## src/rtl/spm_lsu_pkg.sv

```systemverilog
// Shared types and constants for the scratchpad load/store unit.
// Provides the access-size encoding, the response FIFO depth, the scratchpad
// read latency, the per-request tag that rides the read pipeline and the
// response record returned to the core.
package spm_lsu_pkg;

    typedef enum logic [1:0] {
        SPM_SIZE_BYTE = 2'd0,
        SPM_SIZE_HALF = 2'd1,
        SPM_SIZE_WORD = 2'd2
    } spm_size_e;

    localparam int SPM_LSU_RSP_DEPTH = 3;
    localparam int SPM_READ_LATENCY  = 2;
    localparam int SPM_LSU_CNT_W     = $clog2(SPM_LSU_RSP_DEPTH + 1);

    typedef struct packed {
        logic      valid;
        logic      we;
        spm_size_e size;
        logic      sgn;
        logic [1:0] addrLow;
        logic      error;
    } spm_lsu_tag_t;

    typedef struct packed {
        logic [31:0] data;
        logic        error;
    } spm_lsu_rsp_t;

    // Encoding 3 is not a real size; the core gets word behaviour for it.
    function automatic spm_size_e normSize(input logic [1:0] s);
        case (s)
            2'd0:    return SPM_SIZE_BYTE;
            2'd1:    return SPM_SIZE_HALF;
            default: return SPM_SIZE_WORD;
        endcase
    endfunction

endpackage

```

## src/rtl/spm_lsu_rsp_fifo.sv

```systemverilog
// Small synchronous FIFO holding responses the core has not yet taken.
// Ports:
//   clock, reset      - rising-edge clock, synchronous active-high reset
//   push, pushData    - write one response at the tail
//   pop               - drop the head entry (caller only pops when non-empty)
//   head              - current head entry (undefined when empty)
//   empty, count      - occupancy status
// Reset empties the FIFO; stored entries are not cleared.
module spm_lsu_rsp_fifo
    import spm_lsu_pkg::*;
(
    input  logic                     clock,
    input  logic                     reset,
    input  logic                     push,
    input  spm_lsu_rsp_t             pushData,
    input  logic                     pop,
    output spm_lsu_rsp_t             head,
    output logic                     empty,
    output logic [SPM_LSU_CNT_W-1:0] count
);

    localparam int PTR_W = $clog2(SPM_LSU_RSP_DEPTH);

    spm_lsu_rsp_t     mem [SPM_LSU_RSP_DEPTH];
    logic [PTR_W-1:0] wrPtr;
    logic [PTR_W-1:0] rdPtr;

    // Depth is not a power of two, so pointers wrap explicitly.
    function automatic logic [PTR_W-1:0] nextPtr(input logic [PTR_W-1:0] p);
        return (p == PTR_W'(SPM_LSU_RSP_DEPTH - 1)) ? '0 : p + 1'b1;
    endfunction

    always_ff @(posedge clock) begin
        if (push) begin
            mem[wrPtr] <= pushData;
        end
        if (reset) begin
            wrPtr <= '0;
            rdPtr <= '0;
            count <= '0;
        end else begin
            if (push) begin
                wrPtr <= nextPtr(wrPtr);
            end
            if (pop) begin
                rdPtr <= nextPtr(rdPtr);
            end
            case ({push, pop})
                2'b10:   count <= count + 1'b1;
                2'b01:   count <= count - 1'b1;
                default: count <= count;
            endcase
        end
    end

    assign head  = mem[rdPtr];
    assign empty = (count == '0);

endmodule

```

## src/rtl/spm_lsu.sv

```systemverilog
// Core-side load/store front end for the scratchpad.
// Decodes the scratchpad window, drives the scratchpad core port with byte
// enables and lane-replicated store data, follows the two-cycle registered
// read latency with a tag pipeline, extracts and extends load data, and
// buffers responses so the core can stall them.
// Ports:
//   clock, reset            - rising-edge clock, synchronous active-high reset
//   reqValid/reqReady       - request handshake from the memory stage
//   reqAddress, reqWe, reqSize, reqSigned, reqWriteData - request fields
//   rspValid/rspReady       - response handshake back to the core
//   rspData, rspError       - extended load data / window or alignment error
//   spmCs, spmWe, spmAddress, spmByteEnables, dataToSpm - scratchpad drive
//   dataFromSpm             - scratchpad read data, two cycles after spmCs
// Build option: define SPM_LSU_ALIGN_CHECK_EN to report misaligned half/word
// accesses as errors; otherwise the low address bits are forced to alignment.
module spm_lsu
    import spm_lsu_pkg::*;
#(
    parameter logic [31:0] spmBaseAddress = 32'hC0000000,
    parameter int unsigned spmSizeInBytes = 4096
) (
    input  logic        clock,
    input  logic        reset,
    input  logic        reqValid,
    output logic        reqReady,
    input  logic [31:0] reqAddress,
    input  logic        reqWe,
    input  logic [1:0]  reqSize,
    input  logic        reqSigned,
    input  logic [31:0] reqWriteData,
    output logic        rspValid,
    input  logic        rspReady,
    output logic [31:0] rspData,
    output logic        rspError,
    output logic        spmCs,
    output logic        spmWe,
    output logic [17:0] spmAddress,
    output logic [3:0]  spmByteEnables,
    output logic [31:0] dataToSpm,
    input  logic [31:0] dataFromSpm
);

    localparam int unsigned WIN_BITS    = $clog2(spmSizeInBytes);
    localparam logic [31:0] OFFSET_MASK = 32'(spmSizeInBytes - 1);

    function automatic logic [3:0] laneEnables(input spm_size_e sz, input logic [1:0] low);
        case (sz)
            SPM_SIZE_BYTE: return 4'b0001 << low;
            SPM_SIZE_HALF: return 4'b0011 << {low[1], 1'b0};
            default:       return 4'b1111;
        endcase
    endfunction

    function automatic logic [31:0] replicate(input spm_size_e sz, input logic [31:0] wd);
        case (sz)
            SPM_SIZE_BYTE: return {4{wd[7:0]}};
            SPM_SIZE_HALF: return {2{wd[15:0]}};
            default:       return wd;
        endcase
    endfunction

    function automatic logic [31:0] extractLoad(input logic [31:0] raw, input spm_size_e sz,
                                                input logic sgn, input logic [1:0] low);
        logic [31:0] sh;
        sh = raw >> {low, 3'b000};
        case (sz)
            SPM_SIZE_BYTE: return {{24{sgn & sh[7]}}, sh[7:0]};
            SPM_SIZE_HALF: return {{16{sgn & sh[15]}}, sh[15:0]};
            default:       return sh;
        endcase
    endfunction

    logic [SPM_LSU_CNT_W-1:0] pendingCount;
    spm_size_e                size;
    logic [1:0]               effLow;
    logic                     misaligned;
    logic                     inWindow;
    logic                     reqError;
    logic                     accept;
    logic                     drive;
    logic [31:0]              winOffset;
    spm_lsu_tag_t             tagIn;
    spm_lsu_tag_t             tag_p1;
    spm_lsu_tag_t             tag_p2;
    spm_lsu_rsp_t             rspNow;
    spm_lsu_rsp_t             rspSel;
    spm_lsu_rsp_t             fifoHead;
    logic                     fifoEmpty;
    logic [SPM_LSU_CNT_W-1:0] fifoCount;
    logic                     fifoPush;
    logic                     fifoPop;
    logic                     rspFire;

    // ---- stage 0: decode and scratchpad drive (combinational) ----
    always_comb begin
        size       = normSize(reqSize);
        effLow     = reqAddress[1:0];
        misaligned = 1'b0;
`ifdef SPM_LSU_ALIGN_CHECK_EN
        misaligned = ((size == SPM_SIZE_HALF) && reqAddress[0]) ||
                     ((size == SPM_SIZE_WORD) && (reqAddress[1:0] != 2'b00));
`else
        if (size == SPM_SIZE_HALF) begin
            effLow[0] = 1'b0;
        end else if (size == SPM_SIZE_WORD) begin
            effLow = 2'b00;
        end
`endif
    end

    // Credit limit uses registered state only, so reqReady never follows rspReady.
    assign reqReady  = !reset && (pendingCount < SPM_LSU_CNT_W'(SPM_LSU_RSP_DEPTH));
    assign inWindow  = (reqAddress >> WIN_BITS) == (spmBaseAddress >> WIN_BITS);
    assign reqError  = !inWindow || misaligned;
    assign accept    = reqValid && reqReady;
    assign drive     = accept && !reqError;
    assign winOffset = reqAddress & OFFSET_MASK;

    assign spmCs          = drive;
    assign spmWe          = drive && reqWe;
    assign spmAddress     = drive ? 18'(winOffset >> 2) : '0;
    assign spmByteEnables = drive ? laneEnables(size, effLow) : '0;
    assign dataToSpm      = drive ? replicate(size, reqWriteData) : '0;

    assign tagIn = '{valid: accept, we: reqWe, size: size, sgn: reqSigned,
                     addrLow: effLow, error: reqError};

    // ---- stage 1/2: tag pipeline matching the scratchpad read latency ----
    always_ff @(posedge clock) begin
        tag_p1 <= tagIn;
        tag_p2 <= tag_p1;
        if (reset) begin
            tag_p1.valid <= 1'b0;
            tag_p2.valid <= 1'b0;
            pendingCount <= '0;
        end else begin
            case ({accept, rspFire})
                2'b10:   pendingCount <= pendingCount + 1'b1;
                2'b01:   pendingCount <= pendingCount - 1'b1;
                default: pendingCount <= pendingCount;
            endcase
        end
    end

    // ---- stage 2: load extraction and response select ----
    always_comb begin
        rspNow.data  = '0;
        rspNow.error = tag_p2.valid && tag_p2.error;
        if (tag_p2.valid && !tag_p2.we && !tag_p2.error) begin
            rspNow.data = extractLoad(dataFromSpm, tag_p2.size, tag_p2.sgn, tag_p2.addrLow);
        end
    end

    // Older buffered responses always go first; stage 2 bypasses only an empty FIFO.
    assign rspSel   = fifoEmpty ? rspNow : fifoHead;
    assign rspValid = (fifoCount != '0) || tag_p2.valid;
    assign rspData  = rspSel.data;
    assign rspError = rspSel.error;
    assign rspFire  = rspValid && rspReady;
    assign fifoPop  = !fifoEmpty && rspReady;
    assign fifoPush = tag_p2.valid && !(fifoEmpty && rspReady);

    spm_lsu_rsp_fifo u_rspFifo (
        .clock    (clock),
        .reset    (reset),
        .push     (fifoPush),
        .pushData (rspNow),
        .pop      (fifoPop),
        .head     (fifoHead),
        .empty    (fifoEmpty),
        .count    (fifoCount)
    );

endmodule

```

## config.mk

```make
export PLATFORM = sky130hd
export DESIGN_NAME = spm_lsu
export DESIGN_NICKNAME = d
export VERILOG_FILES = /design/src/rtl/spm_lsu_pkg.sv /design/src/rtl/spm_lsu_rsp_fifo.sv /design/src/rtl/spm_lsu.sv
export SDC_FILE = /design/constraint.sdc
export NUM_CORES = 1
export LEC_CHECK = 0
export BUFFER_PORTS_ARGS = -buffer_cell sky130_fd_sc_hd__buf_2
export CAP_MARGIN = 20
export CORE_UTILIZATION = 48
export CTS_BUF_LIST = sky130_fd_sc_hd__clkbuf_4
export DETAILED_ROUTE_END_ITERATION = 6
export GPL_TIMING_DRIVEN = 0
export HOLD_SLACK_MARGIN = 0.05
export PLACE_DENSITY = 0.78
export SYNTH_ARGS = -nofsm -noshare
export SYNTH_HDL_FRONTEND = slang
export SYNTH_SLANG_ARGS = --single-unit
```

## constraint.sdc

```tcl
create_clock -name clock -period 4.2 [get_ports clock]
set_clock_uncertainty 0.2 [all_clocks]
set_input_delay 0.42 -clock clock [delete_from_list [all_inputs] [get_ports clock]]
set_output_delay 0.42 -clock clock [all_outputs]
set_load 0.02 [all_outputs]
```

==> impl_summary.txt <==
----------------------------------------------------
[Detailed routing]
  Number of violations reported at the end of detailed-routing iteration 0 ... 539
  Number of vias per cell after detailed routing ... 5.597
  1st-pass router iterations ... 5
  Post-route ant nets ... 0
  Total number of vias ... roughly 5,600
  Detail-routed net length per standard cell ... 18.24 µm
  Total length of routed wires ... 18,350 µm
  Number of remaining DRC errors ... 0

[Die]
  CORE AREA ... 12,820 µm²
  FP Rows ... 41
  Die width ... 117.8 µm
  Die outline area ... 13,870 µm²
  Die span in y ... ~120 µm
  I/O pin count ... between 150 and 200
  Initial standard-cell utilization of the core ... 0.5016

[Yosys]
  Synthesized cell area ... approximately 6400 µm²
  Flops & latches, synth ... 125
  Synthesized instance count ... 596
  Commonest register cell after synthesis ... sky130_fd_sc_hd__edfxtp_1
  Post-synthesis sequential area ratio ... 0.5431
  Syn. warnings ... 0
  Cell type contributing the most total cell area after synthesis ... sky130_fd_sc_hd__edfxtp_1
  Most common library cells after synthesis ... sky130_fd_sc_hd__edfxtp_1, sky130_fd_sc_hd__nor2_1, sky130_fd_sc_hd__mux2i_1
  Largest cells by area after synthesis ... sky130_fd_sc_hd__edfxtp_1, sky130_fd_sc_hd__mux2i_1, sky130_fd_sc_hd__dfxtp_1, sky130_fd_sc_hd__nor2_1, sky130_fd_sc_hd__nand2_1
  Library cell with the highest instance count after synthesis ... sky130_fd_sc_hd__edfxtp_1
  Number of distinct library cells after synthesis ... 50
  Post-synth EDFFs ... 99
  Synthesized area divided by synthesized cell count ... approximately 11 µm²
  Top-area cell type share of the netlist area ... 0.4622
  Fraction of registers with async set or reset after synthesis ... 0

[Clock tree]
  Maximum level of the CTS H-tree ... 4
  Sink Count ... between 100 and 150
  Clock tree from TritonCTS ... built
  Number of buffers created by CTS ... 17
  Clock Pin Slew Worst Setup and Hold Paths ... approximately 0.1 ns
  Bufs on Longest Clock Path ... 2
  Clock insertion delay at the later pin of the skew report ... between 0.5 and 0.6 ns
  CTS root buffer ... sky130_fd_sc_hd__clkbuf_4

[Setup path]
  Worst R2R End ... u_rspFifo.mem[1][29]
  Worst reg2reg setup slack ... 1.55 ns
  Worst reg2reg startpoint ... u_rspFifo.count[0]
  Critical Path Start Type ... flop
  Type of destination of the critical path ... output pin
  WP data arrival ... around 2.7 ns
  Critical path startpoint ... tag_p2[1]
  Worst setup path category ... flop to output pin
  Reg2Reg Depth ... 5
  Crit-path max FO ... 10
  Required arrival time at the worst endpoint ... 3.58 ns

[Place]
  Final RePlAce weighted congestion ... 0.9083
  Number of input and output port buffers inserted ... about 190
  Worst slack at placement ... between 1 and 1.5 ns
  HPWL reported at the end of detailed placement ... 13,500 µm
  Cell total after placement ... about 960

[Power]
  Peak supply drop ... 0.1526 mV
  Ratio of total power to cell area ... 329.1 nW/µm²
  Total power ... 2643 µW
  Static Leakage ... 0.003393 µW

[Worst hold path]
  Start point of the worst hold path ... dataFromSpm[30]
  Hold Path Sink ... u_rspFifo.mem[2][31]
  Worst hold path stage count ... 3
  Min-delay worst type ... primary input to flop

[Layout]
  Post-synthesis to final-layout area growth ... 24.84%
  Ratio of cells with drive above 1 in the final layout ... 0.3313
  FILL cells ... approximately 1,100
  Final standard cell count with taps included and fillers excluded ... 1,006
  Number of nets in the final layout ... 926

[Timing]
  Tmin final ... 3.357 ns
  Final worst setup slack ... 0.8426 ns
  Slew Viols, Final ... 0
  Setup TNS ... 0 ns
  Period Utilization, post-route ... 0.7994
  Final number of setup-violating endpoints ... 0
  Highest attainable clock frequency ... ~300 MHz
  Number of failing hold endpoints at the final stage ... 0
  Worst slew margin relative to its limit ... 0.4561
  Actual slew at the worst max-slew pin ... 0.8146 ns
  Setup repair after global routing missed its margin ... no

[Global routing]
  Aggregate global-route resource usage ... 0.2646
  Number of global-route vias before repair ... 5,574
  Global-route wire length before repair ... 27,870 µm
  Maximum number of pins on one net before global-route repair ... 34
  Number of antenna violations at the first check in global routing ... 1
  Overflow left after global routing ... 0

[Job]
  Max-capacitance violation count ... 0

[Outcome]
  Result of the run ... complete, no violations

----------------------------------------------------
==> cell type report <==
class	count	area, µm²	share of cell area
well taps	172	215.2	0.02680
inverters	6	22.52	0.002805
flip-flops and latches	125	3493	0.4350
repair buffers	198	1060	0.1320
clock inverters	13	146.4	0.01823
multi-input cells	422	2673	0.3328
diodes	1	2.502	0.0003116
plain buffers	50	275.3	0.03428
clock buffers	19	142.6	0.01776
==> where the power goes <==
group	total (µW)	switching, µW	internal [µW]
logic	429	258	171
clock network	858	438	420
registers	1360	15.3	1340
total	2640	712	1930
==> registers in the layout, summed over array words and instances, names as in the netlist, named ones only <==
signal / flops
pendingCount: 2
tag_p1: 8
tag_p2: 8
u_rspFifo.count: 2
u_rspFifo.mem: 99
u_rspFifo.rdPtr: 2
u_rspFifo.wrPtr: 2
==> cell families (layout without fill, tap and decap cells) <==
kind of cell               Yosys count  after routing  share of synthesized area
DFF                                125            125                     0.5431
muxes                               75             75                     0.1185
xor gates and xnor gates             5              5                   0.006809
buffers and inverters               56            286                    0.04629
other                                1              9                  0.0005830
adders and majority gates            2              2                   0.003890
AOI/OAI and AO/OA                  130            130                     0.1332
and+or+nand+nor                    202            202                     0.1476
==> critical path, stage by stage (launching register included) <==
cell                       delay, ns
sky130_fd_sc_hd__dfxtp_1        0.40
sky130_fd_sc_hd__buf_2          0.24
sky130_fd_sc_hd__clkbuf_1       0.43
sky130_fd_sc_hd__a211oi_1       0.09
sky130_fd_sc_hd__a211oi_1       0.59
sky130_fd_sc_hd__mux2_2         0.28
sky130_fd_sc_hd__buf_2          0.16
==> worst max path at each step <==
stage	to	slack (ns)	depth (start not counted)
6_report	rspData[2]	0.84	6
5_1_grt	rspData[3]	0.66	6
3_5_place_dp	rspData[3]	1.46	6
4_1_cts	rspData[3]	0.84	6
2_1_floorplan	u_rspFifo.mem[2][0]	0.21	4
3_3_place_gp	u_rspFifo.mem[2][25]	-1.54	4
==> placed cells by master (no fill, tap or decap), types with 4 or more instances in the layout <==
cell type | Yosys | routed
sky130_fd_sc_hd__a211oi_1 | 21 | 21
sky130_fd_sc_hd__a21oi_1 | 42 | 42
sky130_fd_sc_hd__a21oi_2 | 5 | 5
sky130_fd_sc_hd__a22oi_1 | 8 | 8
sky130_fd_sc_hd__and2_1 | 23 | 23
sky130_fd_sc_hd__buf_1 | 4 | 4
sky130_fd_sc_hd__buf_2 | 13 | 198
sky130_fd_sc_hd__buf_4 | 9 | 9
sky130_fd_sc_hd__buf_6 | 5 | 8
sky130_fd_sc_hd__clkbuf_1 | 19 | 19
sky130_fd_sc_hd__clkbuf_4 | 0 | 19
sky130_fd_sc_hd__clkinv_2 | 0 | 5
sky130_fd_sc_hd__conb_1 | 1 | 8
sky130_fd_sc_hd__dfxtp_1 | 26 | 26
sky130_fd_sc_hd__dlygate4sd3_1 | 0 | 10
sky130_fd_sc_hd__edfxtp_1 | 99 | 99
sky130_fd_sc_hd__inv_1 | 6 | 4
sky130_fd_sc_hd__mux2_2 | 9 | 9
sky130_fd_sc_hd__mux2i_1 | 66 | 66
sky130_fd_sc_hd__nand2_1 | 62 | 62
sky130_fd_sc_hd__nor2_1 | 72 | 72
sky130_fd_sc_hd__nor2b_1 | 11 | 11
sky130_fd_sc_hd__nor3_1 | 5 | 5
sky130_fd_sc_hd__o21a_1 | 7 | 7
sky130_fd_sc_hd__o21ai_0 | 24 | 24
sky130_fd_sc_hd__o221ai_1 | 8 | 8
sky130_fd_sc_hd__o22ai_1 | 6 | 6
sky130_fd_sc_hd__or2_2 | 4 | 4
sky130_fd_sc_hd__or3_1 | 6 | 6
==> per-stage QoR <==
| stage | hold WS [ns] | instance area [µm²] | util |
|---|---|---|---|
| after floorplan | 0.1096 | 6459 | - |
| after global placement | 0.1115 | 7600 | 0.5926 |
| after detailed placement | 0.1135 | 7639 | 0.5956 |
| after CTS | 0.08140 | 8028 | 0.6260 |
| after global routing | 0.08516 | 8030 | 0.6261 |
| final | 0.1160 | 8030 | 0.6261 |
==> what timing repair did <==
item,4_1_cts,5_1_grt
resized for setup,0,0
hold buffers,10,0
buffers inserted,0,0
hold endpoints to repair,18,0
==> per-layer routing <==
| layer | vias up | wire length (µm) | share of wire | GRT usage |
|---|---|---|---|---|
| li1 | 2603 | - | - | - |
| met3 | 55 | 1633 | 0.089 | 0.06056 |
| met1 | 2607 | 6740 | 0.37 | 0.2986 |
| met5 | - | 0 | 0 | 0 |
| met4 | 0 | 625 | 0.034 | 0.1338 |
| met2 | 366 | 9349 | 0.51 | 0.4665 |
Power figures use the tool's default switching activity.
